$ cat config.mk
export PLATFORM = sky130hd
export DESIGN_NAME = mem_port_arbiter_flat
export DESIGN_NICKNAME = d
export VERILOG_FILES = /design/src/rtl/mem_port_arbiter_if.sv /design/src/rtl/mem_port_arbiter.sv /design/src/flat_wrapper.sv
export SDC_FILE = /design/constraint.sdc
export NUM_CORES = 1
export LEC_CHECK = 0
export CORE_AREA = 10 10 99 101
export CTS_BUF_LIST = sky130_fd_sc_hd__clkbuf_16
export CTS_CLUSTER_SIZE = 40
export DETAILED_ROUTE_END_ITERATION = 16
export DIE_AREA = 0 0 109 111
export GPL_ROUTABILITY_DRIVEN = 0
export PLACE_DENSITY = 0.73
export SYNTH_ARGS = -nofsm -noshare
export SYNTH_HDL_FRONTEND = slang
export SYNTH_SLANG_ARGS = --single-unit
$ cat constraint.sdc
create_clock -name clk -period 4 [get_ports clk]
set_clock_uncertainty 0.1 [all_clocks]
set_input_delay 1.2 -clock clk [delete_from_list [all_inputs] [get_ports clk]]
set_output_delay 1.2 -clock clk [all_outputs]
set_load 0.1 [all_outputs]
$ cat src/rtl/mem_port_arbiter_if.sv
// Bus bundle between the two requesters (fetch, load/store), the arbiter and the shared memory.
// The slave modport is the arbiter's view; master is the view of whatever drives the requests.
interface mem_port_arbiter_if #(
  parameter int AW = 32,
  parameter int DW = 32
);
  logic [AW-1:0]   i_pc_addr;
  logic            i_pc_rd;
  logic [DW-1:0]   o_pc_rddata;
  logic            o_pc_waitreq;
  logic            o_pc_rdvalid;

  logic [AW-1:0]   i_ldst_addr;
  logic            i_ldst_rd;
  logic            i_ldst_wr;
  logic [DW-1:0]   i_ldst_wrdata;
  logic [DW/8-1:0] i_ldst_byte_en;
  logic [DW-1:0]   o_ldst_rddata;
  logic            o_ldst_waitreq;
  logic            o_ldst_rdvalid;

  logic [AW-1:0]   o_mem_addr;
  logic            o_mem_rd;
  logic            o_mem_wr;
  logic [DW-1:0]   o_mem_wrdata;
  logic [DW/8-1:0] o_mem_byte_en;
  logic [DW-1:0]   i_mem_rddata;

  modport slave (
    input  i_pc_addr, i_pc_rd,
    output o_pc_rddata, o_pc_waitreq, o_pc_rdvalid,
    input  i_ldst_addr, i_ldst_rd, i_ldst_wr, i_ldst_wrdata, i_ldst_byte_en,
    output o_ldst_rddata, o_ldst_waitreq, o_ldst_rdvalid,
    output o_mem_addr, o_mem_rd, o_mem_wr, o_mem_wrdata, o_mem_byte_en,
    input  i_mem_rddata
  );

  modport master (
    output i_pc_addr, i_pc_rd,
    input  o_pc_rddata, o_pc_waitreq, o_pc_rdvalid,
    output i_ldst_addr, i_ldst_rd, i_ldst_wr, i_ldst_wrdata, i_ldst_byte_en,
    input  o_ldst_rddata, o_ldst_waitreq, o_ldst_rdvalid,
    input  o_mem_addr, o_mem_rd, o_mem_wr, o_mem_wrdata, o_mem_byte_en,
    output i_mem_rddata
  );
endinterface

$ cat src/rtl/mem_port_arbiter.sv
// Two-requester arbiter in front of a single-port, 1-cycle-latency memory.
// Grants are combinational with alternating priority; a small FSM tracks which requester owns the returning read.
module mem_port_arbiter #(
  parameter int AW = 32,
  parameter int DW = 32
) (
  input  logic                clk,
  input  logic                reset,
  mem_port_arbiter_if.slave   bus
);
  localparam int BEW = DW / 8;

  typedef enum logic [1:0] {
    IDLE  = 2'd0,
    PC_RD = 2'd1,
    LS_RD = 2'd2
  } state_t;

  state_t          r_state;
  state_t          w_next_state;
  logic            r_last_grant;

  logic            w_pc_req;
  logic            w_ls_req;
  logic            w_grant_pc;
  logic            w_grant_ls;
  logic            w_ls_is_rd;

  logic [AW-1:0]   w_mem_addr;
  logic            w_mem_rd;
  logic            w_mem_wr;
  logic [DW-1:0]   w_mem_wrdata;
  logic [BEW-1:0]  w_mem_byte_en;

  assign w_pc_req   = bus.i_pc_rd;
  assign w_ls_req   = bus.i_ldst_rd | bus.i_ldst_wr;
  assign w_ls_is_rd = bus.i_ldst_rd;

  // Under contention the requester not served last wins (r_last_grant: 0 = pc, 1 = ldst)
  assign w_grant_pc = w_pc_req & (~w_ls_req | r_last_grant);
  assign w_grant_ls = w_ls_req & (~w_pc_req | ~r_last_grant);

  always_ff @(posedge clk or negedge reset) begin
    if (!reset) begin
      r_state      <= IDLE;
      r_last_grant <= 1'b1;
    end else begin
      r_state <= w_next_state;
      if (w_grant_pc) begin
        r_last_grant <= 1'b0;
      end else if (w_grant_ls) begin
        r_last_grant <= 1'b1;
      end
    end
  end

  // Next state only records who issued a read this cycle, so it does not depend on r_state
  always_comb begin
    w_next_state  = IDLE;
    w_mem_addr    = '0;
    w_mem_rd      = 1'b0;
    w_mem_wr      = 1'b0;
    w_mem_wrdata  = '0;
    w_mem_byte_en = '0;
    if (w_grant_pc) begin
      w_next_state  = PC_RD;
      w_mem_addr    = bus.i_pc_addr;
      w_mem_rd      = 1'b1;
      w_mem_byte_en = {BEW{1'b1}};
    end else if (w_grant_ls) begin
      w_mem_addr    = bus.i_ldst_addr;
      w_mem_byte_en = bus.i_ldst_byte_en;
      w_mem_wrdata  = bus.i_ldst_wrdata;
      if (w_ls_is_rd) begin
        w_next_state = LS_RD;
        w_mem_rd     = 1'b1;
      end else begin
        w_mem_wr     = 1'b1;
      end
    end
  end

  assign bus.o_pc_waitreq   = w_pc_req & ~w_grant_pc;
  assign bus.o_ldst_waitreq = w_ls_req & ~w_grant_ls;

  assign bus.o_mem_addr     = w_mem_addr;
  assign bus.o_mem_rd       = w_mem_rd;
  assign bus.o_mem_wr       = w_mem_wr;
  assign bus.o_mem_wrdata   = w_mem_wrdata;
  assign bus.o_mem_byte_en  = w_mem_byte_en;

  assign bus.o_pc_rdvalid   = (r_state == PC_RD);
  assign bus.o_ldst_rdvalid = (r_state == LS_RD);
  assign bus.o_pc_rddata    = bus.i_mem_rddata;
  assign bus.o_ldst_rddata  = bus.i_mem_rddata;
endmodule

$ cat src/flat_wrapper.sv
// flat-port wrapper written by rule: the top's interface ports become plain ports
module mem_port_arbiter_flat 
#(
  parameter int AW = 32,
  parameter int DW = 32
)
  (clk, reset, bus_i_pc_addr, bus_i_pc_rd, bus_o_pc_rddata, bus_o_pc_waitreq, bus_o_pc_rdvalid, bus_i_ldst_addr, bus_i_ldst_rd, bus_i_ldst_wr, bus_i_ldst_wrdata, bus_i_ldst_byte_en, bus_o_ldst_rddata, bus_o_ldst_waitreq, bus_o_ldst_rdvalid, bus_o_mem_addr, bus_o_mem_rd, bus_o_mem_wr, bus_o_mem_wrdata, bus_o_mem_byte_en, bus_i_mem_rddata);
  mem_port_arbiter_if #(.AW(AW), .DW(DW)) bus_i ();
  input  logic clk;
  input  logic reset;
  input wire logic [$bits(bus_i.i_pc_addr)-1:0] bus_i_pc_addr;
  input wire logic [$bits(bus_i.i_pc_rd)-1:0] bus_i_pc_rd;
  output wire logic [$bits(bus_i.o_pc_rddata)-1:0] bus_o_pc_rddata;
  output wire logic [$bits(bus_i.o_pc_waitreq)-1:0] bus_o_pc_waitreq;
  output wire logic [$bits(bus_i.o_pc_rdvalid)-1:0] bus_o_pc_rdvalid;
  input wire logic [$bits(bus_i.i_ldst_addr)-1:0] bus_i_ldst_addr;
  input wire logic [$bits(bus_i.i_ldst_rd)-1:0] bus_i_ldst_rd;
  input wire logic [$bits(bus_i.i_ldst_wr)-1:0] bus_i_ldst_wr;
  input wire logic [$bits(bus_i.i_ldst_wrdata)-1:0] bus_i_ldst_wrdata;
  input wire logic [$bits(bus_i.i_ldst_byte_en)-1:0] bus_i_ldst_byte_en;
  output wire logic [$bits(bus_i.o_ldst_rddata)-1:0] bus_o_ldst_rddata;
  output wire logic [$bits(bus_i.o_ldst_waitreq)-1:0] bus_o_ldst_waitreq;
  output wire logic [$bits(bus_i.o_ldst_rdvalid)-1:0] bus_o_ldst_rdvalid;
  output wire logic [$bits(bus_i.o_mem_addr)-1:0] bus_o_mem_addr;
  output wire logic [$bits(bus_i.o_mem_rd)-1:0] bus_o_mem_rd;
  output wire logic [$bits(bus_i.o_mem_wr)-1:0] bus_o_mem_wr;
  output wire logic [$bits(bus_i.o_mem_wrdata)-1:0] bus_o_mem_wrdata;
  output wire logic [$bits(bus_i.o_mem_byte_en)-1:0] bus_o_mem_byte_en;
  input wire logic [$bits(bus_i.i_mem_rddata)-1:0] bus_i_mem_rddata;
  assign bus_i.i_pc_addr = bus_i_pc_addr;
  assign bus_i.i_pc_rd = bus_i_pc_rd;
  assign bus_o_pc_rddata = bus_i.o_pc_rddata;
  assign bus_o_pc_waitreq = bus_i.o_pc_waitreq;
  assign bus_o_pc_rdvalid = bus_i.o_pc_rdvalid;
  assign bus_i.i_ldst_addr = bus_i_ldst_addr;
  assign bus_i.i_ldst_rd = bus_i_ldst_rd;
  assign bus_i.i_ldst_wr = bus_i_ldst_wr;
  assign bus_i.i_ldst_wrdata = bus_i_ldst_wrdata;
  assign bus_i.i_ldst_byte_en = bus_i_ldst_byte_en;
  assign bus_o_ldst_rddata = bus_i.o_ldst_rddata;
  assign bus_o_ldst_waitreq = bus_i.o_ldst_waitreq;
  assign bus_o_ldst_rdvalid = bus_i.o_ldst_rdvalid;
  assign bus_o_mem_addr = bus_i.o_mem_addr;
  assign bus_o_mem_rd = bus_i.o_mem_rd;
  assign bus_o_mem_wr = bus_i.o_mem_wr;
  assign bus_o_mem_wrdata = bus_i.o_mem_wrdata;
  assign bus_o_mem_byte_en = bus_i.o_mem_byte_en;
  assign bus_i.i_mem_rddata = bus_i_mem_rddata;
  mem_port_arbiter #(.AW(AW), .DW(DW)) u_core (.clk(clk), .reset(reset), .bus(bus_i));
endmodule
== Word-level counts from Yosys, hierarchy flattened ==
Cells that the tools add are included.

* Equality and inequality tests: 2
* Multiplexer cells: 17
* Bitwise gates (word level): 12
* Reduce and logical (&&, ||, !) cells: 1

{| class="wikitable"
|+ Operators with widths
! cell !! number
|-
| 2-to-1 mux 32 bit || 4
|-
| 2-to-1 mux 1 bit || 8
|-
| 2-to-1 mux 4 bit || 2
|-
| 2-to-1 mux 2 bit || 3
|-
| NOT 1 bit || 5
|-
| bitwise AND 1 bit || 4
|-
| OR 1 bit || 3
|-
| == test 2 x 1 -> 1 bit, second input constant || 1
|-
| == test 2 bit, second input constant || 1
|-
| nonzero test 2 bit || 1
|}

* Register bits after elaboration: 3
* Bits of input ports: 137
* Output and inout port bits: 138
* Word-level logic and storage cells: 34

== Longest topological paths before layout ==
Gate-level depths: netlist (run 1).

* Word-level depth: 6
* Depth in mapped cells: 4
* Gate-level depth less buffers: 2

== Worst setup path before layout (run 1) ==
OpenSTA, ideal clock, no wires.

* Path kind: input -> output
* Start: input port bus_i_ldst_rd
* End: output port bus_o_mem_byte_en[0]
* Arrival time: 3.685 ns
* Data required time: 2.700 ns
* Path slack: -0.985 ns
* Cell stages on the path: 3
* Buffers on the path: 1
* Path through: buf_2 -> o21ba_2 -> o21ai_0

* Longest elaborated chain between the ends: 5
* Elaborated cells between the ends (all ways): 7
* Classes of those cells: mux: 2; bitwise: 5

{| class="wikitable"
|+ Ends and longest elaborated chain
! element !! RTL line !! source
|-
| from (decl) || flat_wrapper.sv:17 || <nowiki>input wire logic [$bits(bus_i.i_ldst_rd)-1:0] bus_i_ldst_rd;</nowiki>
|-
| OR 1 bit * || mem_port_arbiter.sv:36 || <nowiki>assign w_ls_req = bus.i_ldst_rd | bus.i_ldst_wr;</nowiki>
|-
| NOT 1 bit || mem_port_arbiter.sv:40 || <nowiki>assign w_grant_pc = w_pc_req & (~w_ls_req | r_last_grant);</nowiki>
|-
| OR 1 bit || mem_port_arbiter.sv:40 ||
|-
| bitwise AND 1 bit || mem_port_arbiter.sv:40 ||
|-
| 2-to-1 mux 4 bit * || mem_port_arbiter.sv:65 || <nowiki>if (w_grant_pc) begin</nowiki>
|-
| to (decl) || flat_wrapper.sv:28 || <nowiki>output wire logic [$bits(bus_i.o_mem_byte_en)-1:0] bus_o_mem_byte_en;</nowiki>
|}

Every way passes the cells marked *; elsewhere a longest branch is shown, timed or not.

== Final worst setup path (run 1) ==
* Start: input port bus_i_pc_rd
* End: output port bus_o_mem_byte_en[1]

* Longest elaborated chain between the ends: 5
* Elaborated cells between the ends (all ways): 6
* Classes of those cells: mux: 2; bitwise: 4

{| class="wikitable"
|+ Ends and longest elaborated chain
! element !! RTL line !! source
|-
| from (decl) || flat_wrapper.sv:12 || <nowiki>input wire logic [$bits(bus_i.i_pc_rd)-1:0] bus_i_pc_rd;</nowiki>
|-
| NOT 1 bit || mem_port_arbiter.sv:41 || <nowiki>assign w_grant_ls = w_ls_req & (~w_pc_req | ~r_last_grant);</nowiki>
|-
| OR 1 bit || mem_port_arbiter.sv:41 ||
|-
| bitwise AND 1 bit || mem_port_arbiter.sv:41 ||
|-
| 2-to-1 mux 4 bit || mem_port_arbiter.sv:70 || <nowiki>end else if (w_grant_ls) begin</nowiki>
|-
| 2-to-1 mux 4 bit * || mem_port_arbiter.sv:65 ||
|}

Marks and branches as above.

==> results of run 1 <==
how the worst min path moves through the flow:
stage / from / end / slack (ps) / cells past startpoint
after CTS: u_core.r_last_grant / u_core.r_last_grant / 600 / 1
final: u_core.r_last_grant / u_core.r_last_grant / 600 / 1
after detailed placement: u_core.r_last_grant / u_core.r_last_grant / 590 / 1
after global placement: u_core.r_last_grant / u_core.r_last_grant / 580 / 1
after global routing: u_core.r_last_grant / u_core.r_last_grant / 620 / 1
after floorplan: u_core.r_last_grant / u_core.r_state[1] / 540 / 2
synthesized netlist by cell type:
cell,count
o21ai_0,8
nor2b_1,2
nor2_1,4
nand2b_1,1
a21o_1,1
o21ba_2,1
dfrtp_1,2
a32o_1,32
o21bai_4,1
a2bb2oi_4,1
clkbuf_2,3
buf_2,2
buf_6,3
dfstp_2,1
and2_1,33
buf_4,68
inv_1,1
clkbuf_1,3
o31a_1,1
and3b_1,1
nand2_1,1
power by group:
part           internal, uW  total, uW  switching (uW)
Sequential             34.3       37.5            3.22
Clock                   129        161            31.6
Combinational           414       1070             659
Total                   577       1270             694
registers in the layout, indices dropped and copies added (netlist names):
register             flops
u_core.r_state           2
u_core.r_last_grant      1
metrics by stage:
step	area, um^2	hold slack, ps	setup slack (ps)
6_report	3630	597	80.8
5_1_grt	3630	621	16.2
4_1_cts	3630	595	10.3
3_5_place_dp	3550	586	6.52
3_3_place_gp	3550	581	40.0
2_1_floorplan	1350	541	-236
cell type report:
| type | count | area, um^2 | area share (%) |
|---|---|---|---|
| Clock buffer | 3 | 75.1 | 2.07 |
| Clock inverter | 1 | 3.75 | 0.103 |
| Inverter | 1 | 3.75 | 0.103 |
| Multi-Input combinational cell | 87 | 689 | 19.0 |
| Sequential cell | 3 | 76.3 | 2.10 |
| Tap cell | 105 | 131 | 3.62 |
| Timing Repair Buffer | 188 | 2650 | 73.0 |
logic make-up after synthesis:
kind of cell    after synthesis
simple gates                 42
flops                         3
buf+inv                      80
compound gates               45
routing by layer:
| layer | global-route usage [%] | share of wire (%) | vias to the layer above | wire length (um) |
|---|---|---|---|---|
| met4 | 4.13 | 2.3 | 0 | 187 |
| li1 | - | - | 770 | - |
| met2 | 22.1 | 51 | 138 | 4130 |
| met3 | 5.00 | 13 | 24 | 1070 |
| met1 | 12.2 | 33 | 748 | 2640 |
| met5 | 0 | 0 | - | 0 |
==> results.py, run 1 <==
metrics = {
    "run_status": {
        "status": "complete, no violations",
    },
    "clocking": {
        "cts_hold_buf": 0,
        "htree_levels": 1,
        "cts-buffers-inserted": 3,
        "clock_latency_ps": 230,
        "clockRootBuffer": "clkbuf_16",
        "cts_resized": 1,
        "clock_path_buffers": 2,
        "clk_pin_slew_ps": 30,
        "cts_tree": "yes",
        "post_cts_buffers": 0,
        "clock-sinks": 3,
    },
    "final_layout": {
        "final_cells": 388,
        "fin_nets": 421,
        "drive_gt1_share_pct": 32.9,
        "nFillCells": 715,
        "mostFrequentLayoutCells": "102 x clkdlybuf4s50_1, 78 x buf_12, 33 x and2_1",
        "n_antenna_cell": 0,
        "area_delta_synth_final_pct": 170,
        "final_util_pct": 45.5,
        "layout_commonest_cell": "clkdlybuf4s50_1",
    },
    "flow_run": {
        "maxCapViolations": 0,
    },
    "synthesis": {
        "synth_seq_cells": 3,
        "synth_top_family_by_area": "buffers and inverters",
        "syn-cell-area_um2": 1350,
        "synthMuxAreaShare_pct": 0,
        "synthSimpleGateAreaFrac_pct": 18.8,
        "netlist_instances": 170,
        "synth_cell_type_count": 21,
        "synth-warning-count": 0,
        "ys_top_cells_by_area": "buf_4 38%, a32o_1 24%, and2_1 15%",
        "yosys.area.top_type_share_pct": 38.0,
        "synth_top_area_cell": "buf_4",
        "synth_adder_area_share_pct": 0,
        "avgSynthCellArea_um2": 7.91,
        "synth-compound-area-share_pct": 32.1,
        "synthesis.nets": 307,
        "ys_seq_area_share_pct": 5.67,
        "synth-xor-area-share_pct": 0,
    },
    "sta": {
        "max_freq_mhz": 255,
        "drv_slew": 0,
        "tns_ps": 0,
        "setup_violations": 0,
        "fin_crit_ps": 3920,
        "grt_setup_unrepaired": "false",
        "hold_viol_final": 0,
        "period_share_pct": 98.0,
        "maxSlewHeadroom_pct": 79.6,
        "worst_pin_slew_ps": 305,
    },
    "global_routing": {
        "grt_first_pass_wirelength_um": 11700,
        "first_global_vias": 1824,
        "grt_max_degree": 42,
        "gr-total-overflow": 0,
        "antenna_found_initial": 0,
        "grt.total_usage_pct": 12.3,
    },
    "place": {
        "dpl.hpwl_um": 7070,
        "post-place-cells": 384,
        "io_buffer_count": 178,
    },
    "setup_path": {
        "crit_path_end": "bus_o_mem_byte_en[1]",
        "slowest_stage": "clkdlybuf4s50_1",
        "cp-start-kind": "primary input",
        "cp.required_ps": 2700,
        "path_class": "primary input to primary output",
        "crit_fanout": 6,
        "reg2reg_from": "u_core.r_last_grant",
        "arrival_ps": 2620,
        "crit_start": "bus_i_pc_rd",
        "worst-path-stages": 5,
        "rrSetupSlack_ps": 2880,
        "cp_cell_sequence": "clkdlybuf4s50_1 -> buf_4 -> inv_1 -> o21ai_1 -> buf_12",
        "max_stage_delay_ps": 610,
        "cp_top_family": "buffers and inverters",
        "rr_worst_depth": 2,
        "r2r_end": "u_core.r_state[1]",
        "end_kind": "primary output",
        "cp_num_buf_inv": 4,
    },
    "floorplan": {
        "start_util_pct": 16.9,
        "dieWidth_um": 109,
        "die_y_um": 111,
        "die_area_um2": 12100,
        "io_pins": 275,
        "core_um2": 7970,
        "num_rows": 33,
    },
    "power": {
        "power.density_nw_per_um2": 350,
        "p_leak_uw": 0.00145,
        "total_power_uw": 1270,
        "peakVddDrop_v": 0.000145,
    },
    "drt": {
        "drtIter0Drc": 46,
        "wire_per_inst_um": 20.7,
        "antenna_left": 0,
        "via_per_inst": 4.33,
        "wl_um": 8020,
        "dr.pass1.iters": 4,
        "vias": 1680,
        "drc": 0,
    },
    "worst_hold_path": {
        "hp-class": "flip-flop to flip-flop",
    },
}
(Power assumes the default switching activity.)
==> run 2: changes to the inputs <==
Settings changed: CORE_AREA 10 10 99 101 to not set, CORE_ASPECT_RATIO set to 1.4, CORE_MARGIN set to 10, CORE_UTILIZATION set to 17, DIE_AREA 0 0 109 111 to not set, PLACE_DENSITY 0.73 to 0.75.
Clock period 4 ns to 3.5 ns, I/O delays scaled along.
==> run 2 against run 1 <==
Against the previous run:
- global-route usage increased by 0.12 points
- non-clock buffer count stayed put
- die area is 1.5% lower
- critical endpoint is now bus_o_mem_addr[31]
- final cell count down 1.3%
- clock power up 12%
==> results.py, run 2 (synthesis gave the netlist of run 1 again) <==
metrics = {
    "floorplan": {
        "core_um2": 7750,
        "io_pins": 275,
        "dieWidth_um": 95.2,
        "start_util_pct": 17.4,
        "die_y_um": 125,
        "num_rows": 38,
        "die_area_um2": 11900,
    },
    "final_layout": {
        "drive_gt1_share_pct": 54.8,
        "fin_nets": 421,
        "reg_top3": "u_core.r_state: 2 flops, u_core.r_last_grant: 1 flops",
        "top_register": "u_core.r_state",
        "n_antenna_cell": 0,
        "area_delta_synth_final_pct": 173,
        "mostFrequentLayoutCells": "101 x clkdlybuf4s50_1, 76 x buf_12, 32 x and2_2",
        "layout_commonest_cell": "clkdlybuf4s50_1",
        "largest_reg_flops": 2,
    },
    "setup_path": {
        "crit_fanout": 24,
        "cp_cell_sequence": "dlygate4sd2_1 -> o21bai_4 -> buf_12 -> a32o_1 -> buf_12",
        "cp_num_buf_inv": 3,
        "rr_worst_depth": 2,
        "slowest_stage": "dlygate4sd2_1",
        "rrSetupSlack_ps": 2370,
        "cp_top_family": "buffers and inverters",
        "arrival_ps": 2260,
        "cp-start-kind": "primary input",
        "end_kind": "primary output",
        "worst-path-stages": 5,
        "path_class": "primary input to primary output",
        "crit_path_frequent_cell": "buf_12",
        "cp.required_ps": 2350,
        "max_stage_delay_ps": 310,
    },
    "drt": {
        "drc": 0,
        "wire_per_inst_um": 20.7,
        "drtIter0Drc": 42,
        "wl_um": 7920,
        "vias": 1648,
        "antenna_left": 0,
        "via_per_inst": 4.30,
        "dr.pass1.iters": 4,
    },
    "sta": {
        "period_share_pct": 97.4,
        "max_freq_mhz": 293,
        "tns_ps": 0,
        "setup_violations": 0,
        "fin_crit_ps": 3410,
        "drv_slew": 0,
        "maxSlewHeadroom_pct": 78.5,
        "worst_pin_slew_ps": 319,
        "grt_setup_unrepaired": "false",
        "hold_viol_final": 0,
    },
    "clocking": {
        "cts_hold_buf": 0,
        "clock_latency_ps": 230,
        "clock_path_buffers": 2,
        "clk_pin_slew_ps": 30,
        "clockRootBuffer": "clkbuf_16",
        "cts_resized": 5,
        "clock-sinks": 3,
        "cts-buffers-inserted": 3,
        "htree_levels": 1,
        "cts_tree": "yes",
        "post_cts_buffers": 0,
    },
    "global_routing": {
        "grt.total_usage_pct": 12.4,
        "gr-total-overflow": 0,
        "first_global_vias": 1845,
        "grt_max_degree": 42,
        "grt_first_pass_wirelength_um": 11400,
        "antenna_found_initial": 0,
    },
    "power": {
        "sequentialPowerShare_pct": 2.9,
        "power_frac_comb_pct": 84.7,
        "total_power_uw": 1460,
        "sw_frac_of_total_pct": 54.2,
        "peakVddDrop_v": 0.000177,
        "p_int_uw": 671,
        "p_leak_uw": 0.00158,
        "power.density_nw_per_um2": 398,
        "power.share.clock_pct": 12.4,
        "p_sw_uw": 793,
    },
    "place": {
        "io_buffer_count": 178,
        "dpl.hpwl_um": 7050,
    },
    "flow_run": {
        "maxCapViolations": 0,
    },
    "worst_hold_path": {
        "hp-class": "flip-flop to flip-flop",
        "hold_depth": 1,
    },
    "run_status": {
        "status": "complete, no violations",
    },
}
[run 2: layout make-up]
cell class	count	area (um^2)
clock buffers	3	75.1
flip-flops and latches	3	76.3
inverters	1	3.75
fillers	707	4080
repair buffers	188	2620
clock inverters	1	3.75
well taps	100	125
multi-input cells	87	769
[run 2: metal layers]
metal  track usage (%)  share of wire [%]  wire (um)
met2              23.2                 57       4540
met3              4.19                9.8        778
met5                 0                  0          0
met1              11.3                 29       2270
met4              5.92                4.1        327
[run 2: metrics by stage]
| step | util, % | worst slack [ps] | hold WS (ps) | std cells | area [um^2] |
|---|---|---|---|---|---|
| after global placement | 46.4 | -130 | 585 | 379 | 3590 |
| after floorplan | - | -436 | 541 | 170 | 1430 |
| after CTS | 47.4 | 75.4 | 602 | 383 | 3670 |
| after global routing | 47.4 | 47.7 | 609 | 383 | 3670 |
| after detailed placement | 46.4 | -174 | 591 | 379 | 3590 |
| final | 47.4 | 91.5 | 599 | 383 | 3670 |
[run 2: worst reg2reg max path, delay by kind of cell, from the launching register on]
family / cells / cell delay (ps)
simple gates: 1 / 140
compound gates: 1 / 220
flops: 1 / 590
[run 2: power groups by stage]
stage	clock network [uW]	registers, uW	logic, uW
after floorplan	0	42.1	1080
after global placement	0	42.8	1240
after detailed placement	0	43.6	1250
after CTS	184	43.2	1250
after global routing	186	43.4	1270
final	181	43.1	1240
[run 2: worst paths after layout]
path / endpoint / startpoint
min in group asynchronous: u_core.r_state[0] / reset
max in group asynchronous: u_core.r_last_grant / reset
worst max register to register: u_core.r_state[0] / u_core.r_last_grant
worst max-delay path: bus_o_mem_addr[31] / bus_i_ldst_wr
worst min register to register: u_core.r_last_grant / u_core.r_last_grant
worst min-delay path: u_core.r_last_grant / u_core.r_last_grant
